--- config.mk ---
export PLATFORM = sky130hd
export DESIGN_NAME = lcd_spi_rx
export DESIGN_NICKNAME = d
export VERILOG_FILES = /design/src/rtl/lcd_pkg.sv /design/src/rtl/lcd_rx_fifo.sv /design/src/rtl/lcd_spi_rx.sv
export SDC_FILE = /design/constraint.sdc
export NUM_CORES = 1
export LEC_CHECK = 0
export CAP_MARGIN = 20
export CORE_MARGIN = 2
export CORE_UTILIZATION = 30
export CTS_BUF_LIST = sky130_fd_sc_hd__clkbuf_2
export CTS_CLUSTER_DIAMETER = 150
export DETAILED_ROUTE_END_ITERATION = 8
export DONT_BUFFER_PORTS = 1
export SYNTH_ARGS = -nofsm -noshare
export SYNTH_HDL_FRONTEND = slang
export SYNTH_SLANG_ARGS = --single-unit
--- constraint.sdc ---
create_clock -name clk -period 3 [get_ports clk]
set_input_delay 0.45 -clock clk [delete_from_list [all_inputs] [get_ports clk]]
set_output_delay 0.45 -clock clk [all_outputs]
set_load 0.005 [all_outputs]
--- src/rtl/lcd_pkg.sv ---
// rtl/lcd_pkg.sv - shared constants and types for the LCD serial bus receiver
package lcd_pkg;

  localparam logic [7:0] CMD_SWRESET = 8'h01;
  localparam logic [7:0] CMD_CASET   = 8'h2A;
  localparam logic [7:0] CMD_RASET   = 8'h2B;
  localparam logic [7:0] CMD_RAMWR   = 8'h2C;

  // FIFO entry layout: {data[7:0], dc, first}
  localparam int ENTRY_W = 10;

  typedef enum logic {
    ST_IDLE  = 1'b0,
    ST_SHIFT = 1'b1
  } rx_state_t;

endpackage

--- src/rtl/lcd_rx_fifo.sv ---
// rtl/lcd_rx_fifo.sv - synchronous show-ahead FIFO with extra-bit pointers
module lcd_rx_fifo #(
  parameter int WIDTH = 10,
  parameter int DEPTH = 8
) (
  input  logic             clk,
  input  logic             rst,
  input  logic             i_wr_en,
  input  logic [WIDTH-1:0] i_wr_data,
  output logic             o_full,
  input  logic             i_rd_en,
  output logic [WIDTH-1:0] o_rd_data,
  output logic             o_empty
);

  localparam int AW = $clog2(DEPTH);

  logic [WIDTH-1:0] r_mem [DEPTH];
  logic [AW:0]      r_wr_ptr;
  logic [AW:0]      r_rd_ptr;
  logic             w_push;
  logic             w_pop;

  assign o_full  = (r_wr_ptr[AW] != r_rd_ptr[AW]) &&
                   (r_wr_ptr[AW-1:0] == r_rd_ptr[AW-1:0]);
  assign o_empty = (r_wr_ptr == r_rd_ptr);

  // Full is judged on the current pointers, so a same-cycle pop never frees room for a write
  assign w_push = i_wr_en && !o_full;
  assign w_pop  = i_rd_en && !o_empty;

  always_ff @(posedge clk or negedge rst) begin
    if (!rst) begin
      r_wr_ptr <= '0;
      r_rd_ptr <= '0;
    end else begin
      if (w_push) r_wr_ptr <= r_wr_ptr + 1'b1;
      if (w_pop)  r_rd_ptr <= r_rd_ptr + 1'b1;
    end
  end

  always_ff @(posedge clk) begin
    if (w_push) r_mem[r_wr_ptr[AW-1:0]] <= i_wr_data;
  end

  assign o_rd_data = r_mem[r_rd_ptr[AW-1:0]];

endmodule

--- src/rtl/lcd_spi_rx.sv ---
// rtl/lcd_spi_rx.sv - passive ST7789 4-wire serial bus monitor with output FIFO
// Optional RGB565 pixel pairing after RAMWR is built when LCD_RX_PIXEL_EN is defined.
module lcd_spi_rx
  import lcd_pkg::*;
#(
  parameter int FIFO_DEPTH  = 8,
  parameter int SYNC_STAGES = 2
) (
  input  logic        clk,
  input  logic        rst,
  input  logic        spi_scl,
  input  logic        spi_cs,
  input  logic        spi_sd,
  input  logic        spi_rs,
  output logic        out_valid,
  input  logic        out_ready,
  output logic [7:0]  out_data,
  output logic        out_dc,
  output logic        out_first,
  output logic        overflow,
  output logic        frame_err,
  input  logic        clear,
  output logic        pix_valid,
  output logic [15:0] pix_data
);

  logic [SYNC_STAGES-1:0] r_scl_sync;
  logic [SYNC_STAGES-1:0] r_cs_sync;
  logic [SYNC_STAGES-1:0] r_sd_sync;
  logic [SYNC_STAGES-1:0] r_rs_sync;

  always_ff @(posedge clk or negedge rst) begin
    if (!rst) begin
      r_scl_sync <= '0;
      r_cs_sync  <= '1;
      r_sd_sync  <= '0;
      r_rs_sync  <= '0;
    end else begin
      r_scl_sync <= {r_scl_sync[SYNC_STAGES-2:0], spi_scl};
      r_cs_sync  <= {r_cs_sync[SYNC_STAGES-2:0],  spi_cs};
      r_sd_sync  <= {r_sd_sync[SYNC_STAGES-2:0],  spi_sd};
      r_rs_sync  <= {r_rs_sync[SYNC_STAGES-2:0],  spi_rs};
    end
  end

  // Registered edge detect; cs/sd/rs are delayed by the same stage so they stay aligned with scl_rise
  logic r_scl_prev;
  logic r_scl_rise;
  logic r_cs_d;
  logic r_sd_d;
  logic r_rs_d;

  always_ff @(posedge clk or negedge rst) begin
    if (!rst) begin
      r_scl_prev <= 1'b0;
      r_scl_rise <= 1'b0;
      r_cs_d     <= 1'b1;
      r_sd_d     <= 1'b0;
      r_rs_d     <= 1'b0;
    end else begin
      r_scl_prev <= r_scl_sync[SYNC_STAGES-1];
      r_scl_rise <= r_scl_sync[SYNC_STAGES-1] & ~r_scl_prev;
      r_cs_d     <= r_cs_sync[SYNC_STAGES-1];
      r_sd_d     <= r_sd_sync[SYNC_STAGES-1];
      r_rs_d     <= r_rs_sync[SYNC_STAGES-1];
    end
  end

  rx_state_t r_state;
  rx_state_t w_state_nxt;
  logic [7:0] r_shift;
  logic [7:0] w_shift_nxt;
  logic [2:0] r_bit_cnt;
  logic [2:0] w_bit_cnt_nxt;
  logic       r_first;
  logic       w_first_nxt;
  logic       w_wr_en;
  logic       w_frame_set;
  logic [7:0] w_byte;

  assign w_byte = {r_shift[6:0], r_sd_d};

  always_ff @(posedge clk or negedge rst) begin
    if (!rst) begin
      r_state   <= ST_IDLE;
      r_shift   <= '0;
      r_bit_cnt <= '0;
      r_first   <= 1'b0;
    end else begin
      r_state   <= w_state_nxt;
      r_shift   <= w_shift_nxt;
      r_bit_cnt <= w_bit_cnt_nxt;
      r_first   <= w_first_nxt;
    end
  end

  always_comb begin
    w_state_nxt   = r_state;
    w_shift_nxt   = r_shift;
    w_bit_cnt_nxt = r_bit_cnt;
    w_first_nxt   = r_first;
    w_wr_en       = 1'b0;
    w_frame_set   = 1'b0;
    case (r_state)
      ST_IDLE: begin
        if (!r_cs_d) begin
          w_state_nxt   = ST_SHIFT;
          w_bit_cnt_nxt = '0;
          w_first_nxt   = 1'b1;
        end
      end
      ST_SHIFT: begin
        if (r_cs_d) begin
          w_state_nxt   = ST_IDLE;
          w_frame_set   = (r_bit_cnt != 3'd0);
          w_bit_cnt_nxt = '0;
        end else if (r_scl_rise) begin
          w_shift_nxt = w_byte;
          if (r_bit_cnt == 3'd7) begin
            w_wr_en       = 1'b1;
            w_bit_cnt_nxt = '0;
            w_first_nxt   = 1'b0;
          end else begin
            w_bit_cnt_nxt = r_bit_cnt + 3'd1;
          end
        end
      end
    endcase
  end

  logic               w_full;
  logic               w_empty;
  logic [ENTRY_W-1:0] w_head;

  lcd_rx_fifo #(
    .WIDTH (ENTRY_W),
    .DEPTH (FIFO_DEPTH)
  ) u_fifo (
    .clk       (clk),
    .rst       (rst),
    .i_wr_en   (w_wr_en),
    .i_wr_data ({w_byte, r_rs_d, r_first}),
    .o_full    (w_full),
    .i_rd_en   (out_valid & out_ready),
    .o_rd_data (w_head),
    .o_empty   (w_empty)
  );

  // Head is masked while empty so the unreset storage never shows on the outputs
  assign out_valid = ~w_empty;
  assign out_data  = out_valid ? w_head[9:2] : 8'h00;
  assign out_dc    = out_valid & w_head[1];
  assign out_first = out_valid & w_head[0];

  always_ff @(posedge clk or negedge rst) begin
    if (!rst) begin
      overflow  <= 1'b0;
      frame_err <= 1'b0;
    end else begin
      overflow  <= (w_wr_en & w_full) | (overflow & ~clear);
      frame_err <= w_frame_set | (frame_err & ~clear);
    end
  end

`ifdef LCD_RX_PIXEL_EN
  logic       r_pix_armed;
  logic       r_pix_have_hi;
  logic [7:0] r_pix_hi;

  always_ff @(posedge clk or negedge rst) begin
    if (!rst) begin
      r_pix_armed   <= 1'b0;
      r_pix_have_hi <= 1'b0;
      r_pix_hi      <= '0;
    end else if (r_cs_d) begin
      r_pix_armed   <= 1'b0;
      r_pix_have_hi <= 1'b0;
    end else if (w_wr_en) begin
      if (!r_rs_d) begin
        r_pix_armed   <= (w_byte == CMD_RAMWR);
        r_pix_have_hi <= 1'b0;
      end else if (r_pix_armed) begin
        r_pix_have_hi <= ~r_pix_have_hi;
        if (!r_pix_have_hi) r_pix_hi <= w_byte;
      end
    end
  end

  assign pix_valid = w_wr_en & r_rs_d & r_pix_armed & r_pix_have_hi;
  assign pix_data  = pix_valid ? {r_pix_hi, w_byte} : 16'h0000;
`else
  assign pix_valid = 1'b0;
  assign pix_data  = 16'h0000;
`endif

endmodule

* Word-level counts from Yosys, hierarchy flattened *
Memory sizes are Yosys's and may differ from the RTL's.
Cells that the tools add are included.

storage, ports and cells
  bits in registers = 35
  RAM bits = 80
  input port bits = 8
  output and inout port bits = 30
  word-level logic and storage cells = 73
  memories = 1

memories
  memory        depth  bits a word  read ports  clocked after Yosys merged registers in  write ports  line               text
  u_fifo.r_mem  8      10           1           0                                        1            lcd_rx_fifo.sv:18  logic [WIDTH-1:0] r_mem [DEPTH];

operators by class
  add/sub/neg operators = 3
  equality and inequality tests = 9
  muxes and demuxes = 20
  bitwise operators = 14
  reductions and logical operators = 9

operator list
  cell                                                             number
  1-bit two-way mux                                                13
  3-bit two-way mux                                                4
  4-bit by 1-bit adder with 4-bit output, second input constant    2
  8-bit two-way mux                                                1
  1-bit bitwise AND                                                7
  2-bit != test, second input constant                             3
  3-bit case mux with 2 select lines                               1
  1-bit NOT                                                        5
  4-bit == test                                                    1
  4-bit AND reduction                                              1
  3-bit by 1-bit adder with 3-bit output, second input constant    1
  3-bit == test                                                    1
  3-bit == test, second input constant                             1
  1-bit logical AND                                                3
  3-bit != test, second input constant                             1
  3-bit AND reduction                                              1
  3-bit nonzero test                                               1
  1-bit zero test                                                  2
  2-bit by 1-bit != test with 1-bit output, second input constant  1
  1-bit bitwise OR                                                 2
  1-bit case mux with 2 select lines                               1
  2-bit AND reduction                                              1
  1-bit != test                                                    1

* Longest topological paths before layout *
Gate-level depths: netlist of the first run.

  depth in word-level cells = 8
  mapped depth = 5
  depth with buffers taken out = 5

* By module *
From an unflattened synthesis of the first run, not the netlist that was laid out.

unflattened totals
  cell total of the unflattened synthesis = 269
  area, all modules = 4914.7 um^2

modules (own cells, without submodules)
  module       instances  cells each  area each (um^2)  sequential area each (um^2)
  lcd_rx_fifo  1          174         3733.6            2602.5
  lcd_spi_rx   1          95          1181.1            679.4

* Worst setup path after synthesis of the first run *
OpenSTA, ideal clock, no wires.

  path kind = reg-to-reg
  from = reg u_fifo.r_rd_ptr[0]
  to = mem u_fifo.r_mem[0][0], enable pin
  setup time = 0.404 ns
  arrival = 1.951 ns
  data required time = 2.596 ns
  setup slack = 0.645 ns
  cell stages (with the launch flop) = 6
  path buffers = 1
  clock period less this slack = 2.355 ns
  cells stage by stage = dfrtp_1 buf_4 xnor2_2 nand4_2 nand3_2 nor4_1

on the way
  word-level cells in the longest chain between the ends = 6

ends and longest elaborated chain
  item                                     line               text
  from (decl)                              lcd_rx_fifo.sv:20  logic [AW:0] r_rd_ptr;
  from (signal assigned)                   lcd_rx_fifo.sv:38  if (w_pop) r_rd_ptr <= r_rd_ptr + 1'b1;
  3-bit == test                            lcd_rx_fifo.sv:25  (r_wr_ptr[AW-1:0] == r_rd_ptr[AW-1:0]);
  1-bit logical AND                        lcd_rx_fifo.sv:24  assign o_full = (r_wr_ptr[AW] != r_rd_ptr[AW]) &&
  1-bit zero test                          lcd_rx_fifo.sv:29  assign w_push = i_wr_en && !o_full;
  1-bit logical AND                        lcd_rx_fifo.sv:29
  1-bit two-way mux                        lcd_rx_fifo.sv:43  if (w_push) r_mem[r_wr_ptr[AW-1:0]] <= i_wr_data;
  1-bit two-way mux (not written as such)  lcd_rx_fifo.sv:43
  to (decl)                                lcd_rx_fifo.sv:18

Every way passes these cells.

* Worst setup path in the final report of the first run *
  from = reg u_fifo.r_rd_ptr[0]
  to = out out_first

on the way
  word-level cells in the longest chain between the ends = 3
  elaborated cells between the ends (all ways) = 4
  those cells by class = eq/ne (1); bitwise (2); memory (1)

ends and longest elaborated chain
  item                                                                       line               text
  parallel branches: the longest is 2 deep, another holds memory 8 x 10 bit  -
  1-bit bitwise AND (*)                                                      lcd_spi_rx.sv:153  assign out_first = out_valid & w_head[0];
  to (decl)                                                                  lcd_spi_rx.sv:19   output logic out_first,

Every way passes the cells marked *.

==> results.sh, run 1 <==
export IMPL_outcome="finished, final reports clean"
export IMPL_drive_gt1_share_pct=17.8
export IMPL_grt_first_pass_wirelength_mm=13.2
export IMPL_maximum_operating_frequency_ghz=0.383
export IMPL_synth_async_sr_flop_share_pct=30.4
export IMPL_critical_path_buf_inv_count=0
export IMPL_boundaryPins=38
export IMPL_critical_path_max_fanout=11
export IMPL_mostFrequentLayoutCell="sky130_fd_sc_hd__edfxtp_1"
export IMPL_numPortBuffers=0
export IMPL_chipWidth_microns=130
export IMPL_grt_max_degree=44
export IMPL_grt_setup_unrepaired="false"
export IMPL_gp_congestion=0.701
export IMPL_syn2layout_area_growth_pct=11.0
export IMPL_detailedPlacementHpwl_mm=5.30
export IMPL_place_ws_ns=0.599
export IMPL_power_density_nw_per_um2=517
export IMPL_max_slew_margin_pct=63.1
export IMPL_timing_final_crit_period_ns=2.61
export IMPL_clock_tree_buffer_depth=2
export IMPL_critPathMaxStageDelay_ns=0.53
export IMPL_crit_slowest_cell="sky130_fd_sc_hd__dfrtp_1"
export IMPL_clock_tree_htree_level_count=4
export IMPL_die_height_microns=130
export IMPL_detail_route_antenna_nets=0
export IMPL_reg2reg_setup_slack_ns=1.06
export IMPL_cts_reportedPaths_clkPinSlew_ns=0.18
export IMPL_critical_path_top_delay_family="simple AND/OR/NAND/NOR gates"
export IMPL_timing_critical_path_to_type="primary output"
export IMPL_design_final_nets=354
export IMPL_post_synth_top_area_cell="sky130_fd_sc_hd__edfxtp_1"
export IMPL_type_of_the_tightest_min_delay_check="input pin to flip-flop"
export IMPL_post_dp_cell_area_sq_um=4950
export IMPL_synthesis_yosys_warnings=0
export IMPL_worstSetupEndpoint="out_first"
export IMPL_finalHoldViolations=0
export IMPL_number_of_antenna_violations_at_the_first_check_in_global_routing=0
export IMPL_core_area_sq_um=15700
export IMPL_tritoncts="built"
export IMPL_yosys_cell_types_count=43
export IMPL_critical_path_depth=3
export IMPL_numCtsBuffers=17
export IMPL_worstPathCellList="and2_1 > a22oi_1 > and3_2"
export IMPL_max_cap_violations=0
export IMPL_clock_sinks=115
export IMPL_crit_reg2reg_launch="r_scl_rise$_DFF_PN0_"
export IMPL_grt_use_total_pct=10.9
export IMPL_ys_top_cells_by_area="sky130_fd_sc_hd__edfxtp_1 (51%), sky130_fd_sc_hd__dfrtp_1 (17%), sky130_fd_sc_hd__mux2i_1 (9.1%), sky130_fd_sc_hd__buf_4 (3.6%), sky130_fd_sc_hd__a22oi_1 (3.2%)"
export IMPL_tightest_slew_ns=0.554
export IMPL_synthDominantCellAreaShare_pct=50.6
export IMPL_routed_wirelength_mm=8.53
export IMPL_fp_dieArea_sq_um=16900
export IMPL_final_cell_area_sq_um=5270
export IMPL_ys_seq_area_share_pct=69.1
export IMPL_antenna_diode_count=0
export IMPL_clock_skew_final_ns=0.0285
export IMPL_synthCells=314
export IMPL_total_negative_setup_slacks_ns=0
export IMPL_synth_edff_count=80
export IMPL_cts_root_buffer_cell="sky130_fd_sc_hd__clkbuf_2"
export IMPL_remaining_drc_errors=0
export IMPL_num_vias=2444
export IMPL_grt_pass1_vias=2485
export IMPL_most_common_layout_cells="sky130_fd_sc_hd__edfxtp_1 (80), sky130_fd_sc_hd__mux2i_1 (43), sky130_fd_sc_hd__dfrtp_1 (31)"
export IMPL_detailedRoute_firstIterationViolations=173
export IMPL_clock_insertion_delay_worst_skew_ns=0.61
export IMPL_worst_setup_path_start_kind="flip-flop"
export IMPL_synth_top_flop_cell="sky130_fd_sc_hd__edfxtp_1"
export IMPL_ir_drop_mv=0.265
export IMPL_drv_slew=0
export IMPL_routed_wire_length_per_instance_microns=15.0
export IMPL_vias_per_cell=4.29
export IMPL_drt_pre_antenna_iters=6
export IMPL_min_period_over_period_pct=86.9
export IMPL_worstPathRequired_ns=2.55
export IMPL_initial_core_util_pct=30.4
export IMPL_filler_cell_count=1538
export IMPL_reg2reg_depth=4
export IMPL_worst_setup_startpoint="u_fifo.r_rd_ptr[0]$_DFFE_PN0P_"
export IMPL_r2r_end="u_fifo.r_mem[2][5]$_DFFE_PP_"
export IMPL_finalSetupViolations=0
export IMPL_worst_setup_path_type="flip-flop to primary output"
export IMPL_post_synth_cell_area_avg_sq_um=15.1
export IMPL_grt_ovfl_total=0
export IMPL_fin_ws_ns=0.392
export IMPL_synth_area_sq_um=4750
export IMPL_yosys_register_bits=115
export IMPL_power_static_leakage_uw=0.00189
export IMPL_arrival_ns=2.16
export IMPL_placement_rows=46
## sequential cells by signal, summed over array words and instances, names as in the netlist, 2 cells and up
name and count:
r_shift 7, r_bit_cnt 3, u_fifo.r_wr_ptr 4, u_fifo.r_mem 80, r_cs_sync 2, r_sd_sync 2, u_fifo.r_rd_ptr 4, r_scl_sync 2
r_rs_sync 2
## synth_stat cells, types with 2 or more instances
cell	count
sky130_fd_sc_hd__nor3_1	4
sky130_fd_sc_hd__mux2i_1	43
sky130_fd_sc_hd__nand4_1	2
sky130_fd_sc_hd__nor2_1	6
sky130_fd_sc_hd__ha_1	5
sky130_fd_sc_hd__dfstp_2	3
sky130_fd_sc_hd__xnor2_1	4
sky130_fd_sc_hd__nand2_1	28
sky130_fd_sc_hd__inv_1	7
sky130_fd_sc_hd__clkbuf_1	3
sky130_fd_sc_hd__buf_6	4
sky130_fd_sc_hd__xnor2_2	3
sky130_fd_sc_hd__and3_1	10
sky130_fd_sc_hd__nor2b_1	4
sky130_fd_sc_hd__edfxtp_1	80
sky130_fd_sc_hd__o21ai_0	5
sky130_fd_sc_hd__buf_4	23
sky130_fd_sc_hd__dfrtp_1	32
sky130_fd_sc_hd__nand2b_1	3
sky130_fd_sc_hd__nand3_1	3
sky130_fd_sc_hd__a22oi_1	20
## report_power, final
part           internal, uW  switching [uW]  leakage (uW)  total [uW]
Sequential             1750            51.8       0.00114        1810
Combinational          18.8            29.1      0.000630        47.9
Clock                   301             572      0.000120         874
Total                  2080             653       0.00189        2730
## how the worst min path moves through the flow
stage	slack [ns]	startpoint	cells after the start	end
3_5_place_dp	0.16	rst	0	r_sd_sync[0]$_DFF_PN0_
6_report	0.11	out_ready	2	u_fifo.r_rd_ptr[3]$_DFFE_PN0P_
2_1_floorplan	0.15	rst	0	frame_err$_DFF_PN0_
5_1_grt	0.005	out_ready	2	u_fifo.r_rd_ptr[3]$_DFFE_PN0P_
4_1_cts	0.03	out_ready	2	u_fifo.r_rd_ptr[3]$_DFFE_PN0P_
3_3_place_gp	0.16	rst	0	r_sd_sync[0]$_DFF_PN0_
## logic make-up after synthesis
| kind of cell | after synthesis | synth area share [%] |
|---|---|---|
| simple gates | 69 | 7.56 |
| xor+xnor | 8 | 1.95 |
| buf+inv | 39 | 5.58 |
| mux | 46 | 9.85 |
| compound gates | 31 | 4.61 |
| fa+ha+maj | 5 | 1.32 |
| flops | 115 | 69.1 |
| other cells | 1 | 0.0789 |
## cell type report
class / instances / area (sq um) / share of cell area (%)
sequential: 115 / 3280 / 62.3
multi-input combinational: 176 / 1270 / 24.1
tap: 216 / 270 / 5.13
timing repair buffer: 24 / 214 / 4.06
clock inverter: 13 / 113 / 2.14
clock buffer: 19 / 95.1 / 1.80
inverter: 7 / 26.3 / 0.498
## per-layer routing
metal / share of wire [%] / global-route usage [%]
met5: 0 / 0
met1: 44 / 12.7
met3: 3.5 / 3.32
met4: 1.5 / 5.06
met2: 51 / 18.3
## stage by stage
stage | utilization, % | total power (uW) | hold slack (ns) | cells
4_1_cts | 33.7 | 2770 | 0.0255 | 570
3_5_place_dp | 31.6 | 1870 | 0.155 | 527
6_report | 33.7 | 2730 | 0.112 | 570
2_1_floorplan | - | 1860 | 0.154 | 330
3_3_place_gp | 31.6 | 1860 | 0.156 | 527
5_1_grt | 33.7 | 2860 | 0.00488 | 570
## timing repair
| action | CTS | global route |
|---|---|---|
| pin swaps | 1 | 0 |
| cloned | 0 | 0 |
| endpoints found under the setup margin | 11 | 3 |
| hold buffers | 8 | 0 |
| buffers inserted | 3 | 0 |
| hold endpoints to repair | 44 | 0 |
| gates resized for setup | 0 | 1 |
Note: power is estimated with default switching activity, not from simulation.
==> run 2, diff against run 1 <==
CELL_PAD_IN_SITES_DETAIL_PLACEMENT = 2   (was default)
CELL_PAD_IN_SITES_GLOBAL_PLACEMENT = 2   (was default)
PLACE_DENSITY_LB_ADDON = 0.1   (was default)
==> results.sh, run 2 (synthesis results as in run 1) <==
export IMPL_outcome="finished, final reports clean"
export IMPL_boundaryPins=38
export IMPL_max_slew_margin_pct=61.3
export IMPL_maximum_operating_frequency_ghz=0.371
export IMPL_syn2layout_area_growth_pct=9.90
export IMPL_num_vias=2536
export IMPL_clock_sinks=115
export IMPL_type_of_the_tightest_min_delay_check="input pin to asynchronous set/reset pin"
export IMPL_grt_setup_unrepaired="false"
export IMPL_grt_max_degree=44
export IMPL_detail_route_antenna_nets=0
export IMPL_numCtsBuffers=17
export IMPL_multi_input_area_sq_um=1270
export IMPL_grt_busiest_layer="met2"
export IMPL_initial_core_util_pct=30.4
export IMPL_groute_layer_met1_usage_pct=16.5
export IMPL_finalSetupViolations=0
export IMPL_timing_final_crit_period_ns=2.69
export IMPL_max_cap_violations=0
export IMPL_power_static_leakage_uw=0.00190
export IMPL_ir_drop_mv=0.242
export IMPL_fp_dieArea_sq_um=16900
export IMPL_remaining_drc_errors=0
export IMPL_most_common_layout_cells="sky130_fd_sc_hd__edfxtp_1 (80), sky130_fd_sc_hd__mux2i_1 (43), sky130_fd_sc_hd__dfrtp_1 (31)"
export IMPL_switching_power_uw=623
export IMPL_clock_insertion_delay_worst_skew_ns=0.66
export IMPL_core_area_sq_um=15700
export IMPL_power_share_clock_pct=29.0
export IMPL_critical_path_max_fanout=7
export IMPL_detailedPlacementHpwl_mm=6.43
export IMPL_numPortBuffers=0
export IMPL_drive_gt1_share_pct=17.8
export IMPL_grt_ovfl_total=0
export IMPL_routed_wire_length_per_instance_microns=18.3
export IMPL_chipWidth_microns=130
export IMPL_fin_total_pwr_uw=2620
export IMPL_global_route_met3_utilization_pct=3.65
export IMPL_clock_skew_final_ns=0.0335
export IMPL_min_period_over_period_pct=89.7
export IMPL_drt_pre_antenna_iters=4
export IMPL_worst_setup_path_type="flip-flop to primary output"
export IMPL_grt_use_total_pct=13.7
export IMPL_internal_power_uw=2000
export IMPL_global_route_usage_met2_pct=23.2
export IMPL_routed_wirelength_mm=10.4
export IMPL_placedCellCount=528
export IMPL_clock_tree_htree_level_count=4
export IMPL_cts_reportedPaths_clkPinSlew_ns=0.17
export IMPL_number_of_antenna_violations_at_the_first_check_in_global_routing=0
export IMPL_placement_rows=46
export IMPL_total_negative_setup_slacks_ns=0
export IMPL_worst_setup_path_start_kind="flip-flop"
export IMPL_timing_critical_path_to_type="primary output"
export IMPL_tightest_slew_ns=0.580
export IMPL_vias_per_cell=4.45
export IMPL_grt_first_pass_wirelength_mm=16.3
export IMPL_mostFrequentLayoutCell="sky130_fd_sc_hd__edfxtp_1"
export IMPL_die_height_microns=130
export IMPL_grt_pass1_vias=2787
export IMPL_finalHoldViolations=0
export IMPL_arrival_ns=2.24
export IMPL_drv_slew=0
export IMPL_antenna_diode_count=0
export IMPL_worstPathRequired_ns=2.55
export IMPL_power_density_nw_per_um2=501
export IMPL_detailedRoute_firstIterationViolations=96
export IMPL_gp_congestion=0.674
export IMPL_cts_root_buffer_cell="sky130_fd_sc_hd__clkbuf_2"
export IMPL_fin_ws_ns=0.308
export IMPL_share_comb_of_total_power_pct=1.9
export IMPL_tritoncts="built"
export IMPL_seq_area_sq_um=3280
export IMPL_filler_cell_count=1640
export IMPL_sequentialPowerShare_pct=69.1
export IMPL_largest_register_ffs=80
export IMPL_power_share_switching_pct=23.8
export IMPL_place_ws_ns=0.609
export IMPL_design_final_nets=354
export IMPL_layout_cells_non_filler=570
export IMPL_clock_tree_buffer_depth=2
[run 2: cell count changes in the layout (fill, tap and decap cells not counted), sizes merged]
cell / previous run / this run
clkinv: 5 / 6
clkinvlp: 5 / 0
bufinv: 1 / 0
clkbuf: 19 / 23
inv: 9 / 10
[run 2: path summary, 6_finish.rpt]
path | endpoint | cells past startpoint | slack, ns | start
setup reg to reg | u_fifo.r_mem[2][4]$_DFFE_PP_ | 4 | 0.90 | r_scl_rise$_DFF_PN0_
min in group clk | r_cs_sync[0]$_DFF_PN1_ | 1 | 0.34 | spi_cs
hold reg to reg | r_cs_sync[1]$_DFF_PN1_ | 0 | 0.37 | r_cs_sync[0]$_DFF_PN1_
hold / removal | r_shift[2]$_DFFE_PN0P_ | 2 | 0.24 | rst
max in group asynchronous | r_cs_sync[0]$_DFF_PN1_ | 2 | 2.48 | rst
setup / recovery | out_data[2] | 4 | 0.31 | u_fifo.r_rd_ptr[0]$_DFFE_PN0P_
[run 2: power by group through the flow]
stage               sequential [uW]  combinational, uW  clock (uW)
global route                   1820               60.7         884
CTS                            1810               52.0         817
detailed placement             1840               29.9           0
finish                         1810               50.4         760
floorplan                      1820               40.5           0
global placement               1840               27.9           0
[run 2: routing by layer]
metal	up-vias	wire length [microns]	part of all wire [%]
li1	1177	-	-
met1	1320	4560	44
met2	28	5490	53
met3	11	226	2.2
met4	0	157	1.5
met5	-	0	0
[run 2: timing repair]
item	4_1_cts	5_1_grt
endpoints found under the hold margin	45	0
gates resized for setup	1	0
endpoints found under the setup margin	11	0
buffers inserted	2	0
hold buffers	8	0
[run 2: layout make-up]
class	instances	area share, %
inverters	7	0.503
repair buffers	24	4.10
well taps	216	5.17
multi-input cells	176	24.3
clock buffers	23	2.20
flip-flops and latches	115	62.9
clock inverters	9	0.815
[run 2: worst max-delay path, stage by stage (launching register included)]
cell,delay (ns)
sky130_fd_sc_hd__dfrtp_1,0.52
sky130_fd_sc_hd__nor2b_1,0.49
sky130_fd_sc_hd__buf_4,0.26
sky130_fd_sc_hd__a22oi_1,0.10
sky130_fd_sc_hd__and3_1,0.23
[run 2: per-stage QoR]
stage / utilization, % / hold slack (ns) / area [sq um]
6_report: 33.4 / 0.243 / 5220
5_1_grt: 33.4 / 0.161 / 5220
4_1_cts: 33.4 / 0.159 / 5220
2_1_floorplan: - / 0.154 / 4810
3_3_place_gp: 31.7 / 0.156 / 4960
3_5_place_dp: 31.7 / 0.156 / 4960
